$ cat config.mk
export PLATFORM = sky130hd
export DESIGN_NAME = microwave_cook_ctrl
export DESIGN_NICKNAME = d
export VERILOG_FILES = /design/src/rtl/microwave_pkg.sv /design/src/rtl/sat_sec_counter.sv /design/src/rtl/microwave_cook_ctrl.sv
export SDC_FILE = /design/constraint.sdc
export NUM_CORES = 1
export LEC_CHECK = 0
export CAP_MARGIN = 20
export CELL_PAD_IN_SITES_DETAIL_PLACEMENT = 0
export CELL_PAD_IN_SITES_GLOBAL_PLACEMENT = 1
export CORE_MARGIN = 2
export CORE_UTILIZATION = 41
export DETAILED_ROUTE_END_ITERATION = 8
export GPL_TIMING_DRIVEN = 0
export HOLD_SLACK_MARGIN = 0.15
export PLACE_DENSITY = 0.86
export SETUP_SLACK_MARGIN = 0.02
export SYNTH_ARGS = -nofsm -noshare
export SYNTH_HDL_FRONTEND = slang
export SYNTH_SLANG_ARGS = --single-unit
$ cat constraint.sdc
create_clock -name clk -period 5.3 [get_ports clk]
set_input_delay 1.06 -clock clk [delete_from_list [all_inputs] [get_ports clk]]
set_output_delay 1.06 -clock clk [all_outputs]
set_load 0.005 [all_outputs]
$ cat src/rtl/microwave_pkg.sv
`default_nettype none
// ============================================================================
// Module   : microwave_pkg
// Purpose  : Shared types and constants for the microwave cook-cycle logic:
//            sequencer states, time/duty limits, oven FSM state codes and
//            small saturating-arithmetic helpers.
// Revision : 1.0 - initial release
// ============================================================================
package microwave_pkg;

   // Longest programmable cook time, 59:59
   localparam int MAX_SECS   = 3599;
   // Duty window length in heated seconds
   localparam int WIN        = 10;
   // Power level used when the front panel reports 0 or an out-of-range value
   localparam int FULL_POWER = 10;
   // Cook time loaded by a start press with nothing programmed
   localparam int QUICK_SECS = 30;

   // Cook-cycle sequencer states
   typedef enum logic [1:0] {
      ST_IDLE    = 2'd0,
      ST_ARMED   = 2'd1,
      ST_RUNNING = 2'd2,
      ST_DONE    = 2'd3
   } cook_state_t;

   // Oven FSM state codes, shared so both FSMs agree on one definition
   typedef enum logic [1:0] {
      OVEN_IDLE  = 2'd0,
      OVEN_COOK  = 2'd1,
      OVEN_PAUSE = 2'd2,
      OVEN_BELL  = 2'd3
   } oven_state_t;

   // Clamp a 13-bit seconds value to the programmable range
   function automatic logic [11:0] clamp_secs(input logic [12:0] v);
      return (v > 13'(MAX_SECS)) ? 12'(MAX_SECS) : v[11:0];
   endfunction

   // Add the quick-add increment with saturation
   function automatic logic [11:0] sat_add30(input logic [11:0] v);
      return clamp_secs({1'b0, v} + 13'(QUICK_SECS));
   endfunction

   // Map the front-panel power code onto 1..10
   function automatic logic [3:0] norm_power(input logic [3:0] p);
      return ((p == 4'd0) || (p > 4'(FULL_POWER))) ? 4'(FULL_POWER) : p;
   endfunction

endpackage
`default_nettype wire

$ cat src/rtl/sat_sec_counter.sv
`default_nettype none
// ============================================================================
// Module   : sat_sec_counter
// Purpose  : 12-bit seconds register with clear, load, saturating +30 and
//            decrement-to-zero, plus a zero flag for the sequencer.
// Revision : 1.0 - initial release
// ============================================================================
module sat_sec_counter
   import microwave_pkg::*;
(
   input  logic        clk,
   input  logic        nrst,
   input  logic        i_clr,
   input  logic        i_load,
   input  logic [11:0] i_load_val,
   input  logic        i_add30,
   input  logic        i_dec,
   output logic [11:0] o_count,
   output logic        o_zero
);

   logic [11:0] r_count;
   logic [11:0] w_sum;
   logic [11:0] w_next;

   // Next count: clear beats load beats add/decrement; add and decrement
   // may coincide, and the decrement never wraps below zero
   always_comb begin
      w_sum  = i_add30 ? sat_add30(r_count) : r_count;
      w_next = w_sum;
      if (i_clr) begin
         w_next = '0;
      end else if (i_load) begin
         w_next = clamp_secs({1'b0, i_load_val});
      end else if (i_dec && (w_sum != '0)) begin
         w_next = w_sum - 12'd1;
      end
   end

   // Count register
   always_ff @(posedge clk or negedge nrst) begin
      if (!nrst) begin
         r_count <= '0;
      end else begin
         r_count <= w_next;
      end
   end

   assign o_count = r_count;
   assign o_zero  = (r_count == '0);

endmodule
`default_nettype wire

$ cat src/rtl/microwave_cook_ctrl.sv
`default_nettype none
// ============================================================================
// Module   : microwave_cook_ctrl
// Purpose  : Cook-cycle sequencer. Holds the programmed time, issues start /
//            finish to the oven FSM, counts down on heated seconds and gates
//            the magnetron with a power-level duty window.
// Revision : 1.0 - initial release
// ============================================================================
module microwave_cook_ctrl
   import microwave_pkg::*;
(
   input  logic        clk,
   input  logic        nrst,
   input  logic        tick,
   input  logic        set_valid,
   input  logic [11:0] set_secs,
   input  logic        add30,
   input  logic        start_btn,
   input  logic        cancel_btn,
   input  logic [3:0]  power,
   input  logic        door,
   input  logic        heat_in,
   output logic        start,
   output logic        finish,
   output logic        mag_en,
   output logic [11:0] remaining,
   output logic        busy
);

   localparam logic [3:0]  c_win_last   = 4'(WIN - 1);
   localparam logic [11:0] c_quick_secs = 12'(QUICK_SECS);

   cook_state_t r_state;
   cook_state_t w_state_next;
   logic [3:0]  r_win;
   logic [3:0]  w_win_next;
   logic [3:0]  r_pwr;
   logic [3:0]  w_pwr_next;
   logic        r_door_q;
   logic        w_start_next;
   logic        w_heated_tick;
   logic [11:0] w_v;

   logic        w_cnt_clr;
   logic        w_cnt_load;
   logic        w_cnt_add;
   logic        w_cnt_dec;
   logic        w_cnt_zero;

   // A second only counts while the oven is actually heating
   assign w_heated_tick = tick & heat_in;

   sat_sec_counter u_secs (
      .clk        (clk),
      .nrst       (nrst),
      .i_clr      (w_cnt_clr),
      .i_load     (w_cnt_load),
      .i_load_val (w_v),
      .i_add30    (w_cnt_add),
      .i_dec      (w_cnt_dec),
      .o_count    (remaining),
      .o_zero     (w_cnt_zero)
   );

   // Next-state, counter commands and duty bookkeeping
   always_comb begin
      w_state_next = r_state;
      w_win_next   = r_win;
      w_pwr_next   = r_pwr;
      w_start_next = 1'b0;
      w_cnt_clr    = 1'b0;
      w_cnt_load   = 1'b0;
      w_cnt_add    = 1'b0;
      w_cnt_dec    = 1'b0;
      w_v          = remaining;

      case (r_state)
         ST_IDLE, ST_ARMED: begin
            if (cancel_btn) begin
               w_cnt_clr    = 1'b1;
               w_state_next = ST_IDLE;
            end else begin
               if (set_valid) begin
                  w_v = clamp_secs({1'b0, set_secs});
               end else if (add30) begin
                  w_v = sat_add30(remaining);
               end
               if (start_btn && !door) begin
                  // Nothing programmed: quick start with 30 s
                  if (w_v == '0) begin
                     w_v = c_quick_secs;
                  end
                  w_cnt_load   = 1'b1;
                  w_state_next = ST_RUNNING;
                  w_start_next = 1'b1;
                  w_pwr_next   = norm_power(power);
                  w_win_next   = '0;
               end else if (set_valid || add30) begin
                  w_cnt_load   = 1'b1;
                  w_state_next = (w_v == '0) ? ST_IDLE : ST_ARMED;
               end else begin
                  w_state_next = w_cnt_zero ? ST_IDLE : ST_ARMED;
               end
            end
         end

         ST_RUNNING: begin
            if (cancel_btn) begin
               w_cnt_clr    = 1'b1;
               w_state_next = ST_DONE;
            end else if (w_heated_tick && (remaining == 12'd1)) begin
               // Completing second wins over a same-cycle quick-add
               w_cnt_dec    = 1'b1;
               w_state_next = ST_DONE;
            end else begin
               w_cnt_add = add30;
               w_cnt_dec = w_heated_tick;
               if (w_heated_tick) begin
                  w_win_next = (r_win == c_win_last) ? 4'd0 : r_win + 4'd1;
               end
            end
         end

         ST_DONE: begin
            // Leave only once the user opens the door
            if (door && !r_door_q) begin
               w_state_next = ST_IDLE;
            end
         end

         default: w_state_next = ST_IDLE;
      endcase
   end

   // State, duty registers and registered outputs
   always_ff @(posedge clk or negedge nrst) begin
      if (!nrst) begin
         r_state  <= ST_IDLE;
         r_win    <= '0;
         r_pwr    <= 4'(FULL_POWER);
         r_door_q <= 1'b0;
         start    <= 1'b0;
         finish   <= 1'b0;
         busy     <= 1'b0;
         mag_en   <= 1'b0;
      end else begin
         r_state  <= w_state_next;
         r_win    <= w_win_next;
         r_pwr    <= w_pwr_next;
         r_door_q <= door;
         start    <= w_start_next;
         finish   <= (w_state_next == ST_DONE);
         busy     <= (w_state_next == ST_RUNNING) || (w_state_next == ST_DONE);
         mag_en   <= (w_state_next == ST_RUNNING) && heat_in && (w_win_next < w_pwr_next);
      end
   end

endmodule
`default_nettype wire

==> results of run 1 <==
==> layout by cell type, fill, tap and decap left out, types with 8 or more instances in the layout <==
master / netlist / final
xor2_1: 9 / 9
o21ai_0: 25 / 25
clkdlybuf4s50_1: 0 / 39
nor2_1: 44 / 44
a21oi_1: 21 / 21
ha_1: 9 / 9
clkbuf_1: 9 / 9
nand2b_1: 8 / 8
xnor2_1: 8 / 8
nand3_1: 18 / 18
nand2_1: 48 / 48
dfrtp_1: 24 / 24
o22ai_1: 9 / 9
inv_1: 13 / 13
nor3_1: 23 / 23
==> metal layers <==
metal,vias up,GRT usage,part of all wire
met4,0,0.1020,0.036
met2,198,0.4651,0.47
met5,-,0,0
met3,32,0.04355,0.092
li1,1672,-,-
met1,1699,0.3694,0.40
==> critical path: stages (launching register included) <==
cell and delay [ns]:
dfrtp_1 0.44, buf_2 0.23, inv_1 0.24, ha_1 0.19, buf_4 0.15, or3b_1 0.34
buf_2 0.17, mux2i_1 0.21, o21ai_1 0.14, o211ai_1 0.46, nand2_1 0.25, a21oi_1 0.34
ha_1 0.22, nand2_1 0.08, a211oi_4 0.25, a21boi_2 0.33, a31oi_1 0.17, mux2i_1 0.16
a21oi_1 0.30, a31oi_1 0.08
==> final timing paths <==
check / end / slack [ns] / cells after the start
min in group asynchronous: u_secs.o_count[1] / 1.05 / 1
max in group asynchronous: r_pwr[3] / 3.69 / 2
hold reg to reg: r_pwr[3] / 0.54 / 2
setup / recovery: u_secs.o_count[1] / 0.38 / 19
hold / removal: r_pwr[3] / 0.54 / 2
setup reg to reg: u_secs.o_count[1] / 0.38 / 19
==> layout make-up <==
cell class	count	area, µm²
Buffer	25	150.1
Clock buffer	3	41.29
Clock inverter	1	30.03
Fill cell	794	3839
Inverter	14	52.55
Multi-Input combinational cell	360	2308
Sequential cell	26	653.1
Tap cell	102	127.6
Timing Repair Buffer	40	405.4
==> registers in the layout, summed over array words and instances (netlist names) <==
register	cells
mag_en	1
finish	1
r_state	1
u_secs.o_count	12
busy	1
r_pwr	4
r_win	4
r_door_q	1
start	1
==> logic make-up after synthesis <==
family	share of synthesized area
AOI/OAI and AO/OA	0.2887
xor gates and xnor gates	0.04706
adders and majority gates	0.03559
buffers and inverters	0.06406
DFF	0.2064
muxes	0.01621
and+or+nand+nor	0.3420
==> power breakdown <==
group          internal, µW  leakage [µW]  switching (µW)
sequential              272      0.000336            82.8
combinational           532       0.00107             783
clock                   102     0.0000357            81.0
==> through the flow <==
| stage | cell area (µm²) | hold slack (ns) | worst slack [ns] | power, µW |
|---|---|---|---|---|
| finish | 3769 | 0.5417 | 0.3801 | 1852 |
| global route | 3769 | 0.5918 | 0.05679 | 1986 |
| CTS | 3769 | 0.5451 | 0.4334 | 1830 |
| detailed placement | 3697 | 0.5240 | 0.4671 | 1637 |
| global placement | 3682 | 0.5023 | 0.5064 | 1630 |
| floorplan | 3164 | 0.4845 | 1.385 | 1225 |
==> results.yml, run 1 <==
clock_network:
  hold_buffers: 0
  cts_buffer_depth: 2
  cts_resized: 0
  cts_num_sinks: 26
  cts_buffers: 3
  cts_root_buf: "clkbuf_8"
  h-tree-depth: 1
  clk_pin_slew_ns: 0.11
  clkLatencyLatePin_ns: 0.29
  cts_tree: "yes"
  postCtsSetupBuffers: 0
timing:
  fin_skew_ns: 0.003533
  timing.final.crit_share: 0.9283
  tightestPinTransition_ns: 0.9234
  final-hold-violation-count: 0
  rsz0062_at_grt: "false"
  fin_crit_ns: 4.920
  fin_setup_tns_ns: 0
  max_freq_mhz: 203.3
  setup_viol: 0
  maxSlewViolCount: 0
  slew_headroom: 0.3844
logic_synthesis:
  synth-edff-count: 0
  yosys-top-cells-count: "48 x nand2_1, 44 x nor2_1, 25 x o21ai_0"
  yosysMostFrequentCell: "nand2_1"
  ys_seq_area_frac: 0.2064
  synth_top_flop_cell: "dfrtp_1"
  yosys_register_bits: 26
  yosysWarningCount: 0
  synth.distinct_cells: 83
  async_reset_ff_frac: 1.000
  yosysTopAreaCell: "dfrtp_1"
  synth_top_area_frac: 0.1898
  netlist_instances: 425
  syn-num-nets: 459
  mappedNetlistArea_mm2: 0.003164
  syn_avg_cell_area_um2: 7.445
  synth_area_leaders: "dfrtp_1 19%, nand2_1 5.7%, nor2_1 5.2%, o21ai_0 4.0%, nor3_1 3.6%"
floorplanning:
  die_h_um: 91.85
  ios: 41
  die_area_mm2: 0.008436
  coreArea_mm2: 0.007607
  row_count: 32
  start_util: 0.4160
  die_w_um: 91.85
routing:
  firstDrtPassIters: 6
  drt-total-wl_um: 11590
  drt_iter0_markers: 292
  post-route-drc-count: 0
  ant_nets: 0
  via_per_inst: 6.306
  avgRoutedWirePerCell_um: 20.29
  vias: 3601
place:
  io_buffers: 39
  dp.cells: 567
  gp_congestion: 0.9667
  place_hpwl_um: 8962
global_routing:
  overflow: 0
  grt_pass1_wl_um: 18420
  grt_pass1_vias: 3439
  grt_max_degree: 20
  antenna_found_initial: 0
  grtUsageTotal: 0.2804
setup_path:
  required_ns: 5.44
  crit_type: "reg -> reg"
  critPathMaxFanout: 10
  critPathLaunchType: "register"
  crit_start: "u_secs.o_count[1]"
  arrival_ns: 5.06
  setup.worst_path.end_class: "register"
  timing.rr.start: "u_secs.o_count[1]"
pwr:
  p_per_area_mw_per_mm2: 491.3
  ir_drop_mv: 0.1986
  leakage_uw: 0.001443
run:
  drv_cap: 0
final_layout:
  syn_to_final_growth_pct: 19.10
  final_layout_size_suffix_gt1_frac: 0.1045
  final_util: 0.4954
  nets: 504
  instances_no_fill: 571
  insertedDiodeCount: 0
status:
  outcome: "finished clean"
min_path:
  hold_path.startpoint: "r_pwr[3]"
  hold_path_class: "reg -> reg"
Power figures use the tool's default switching activity.
==> run 2, diff against run 1 <==
CAP_MARGIN = 10   (was 20)
==> results of run 2 <==
No change in the layout: final DEF, timing and power equal those of run 1.
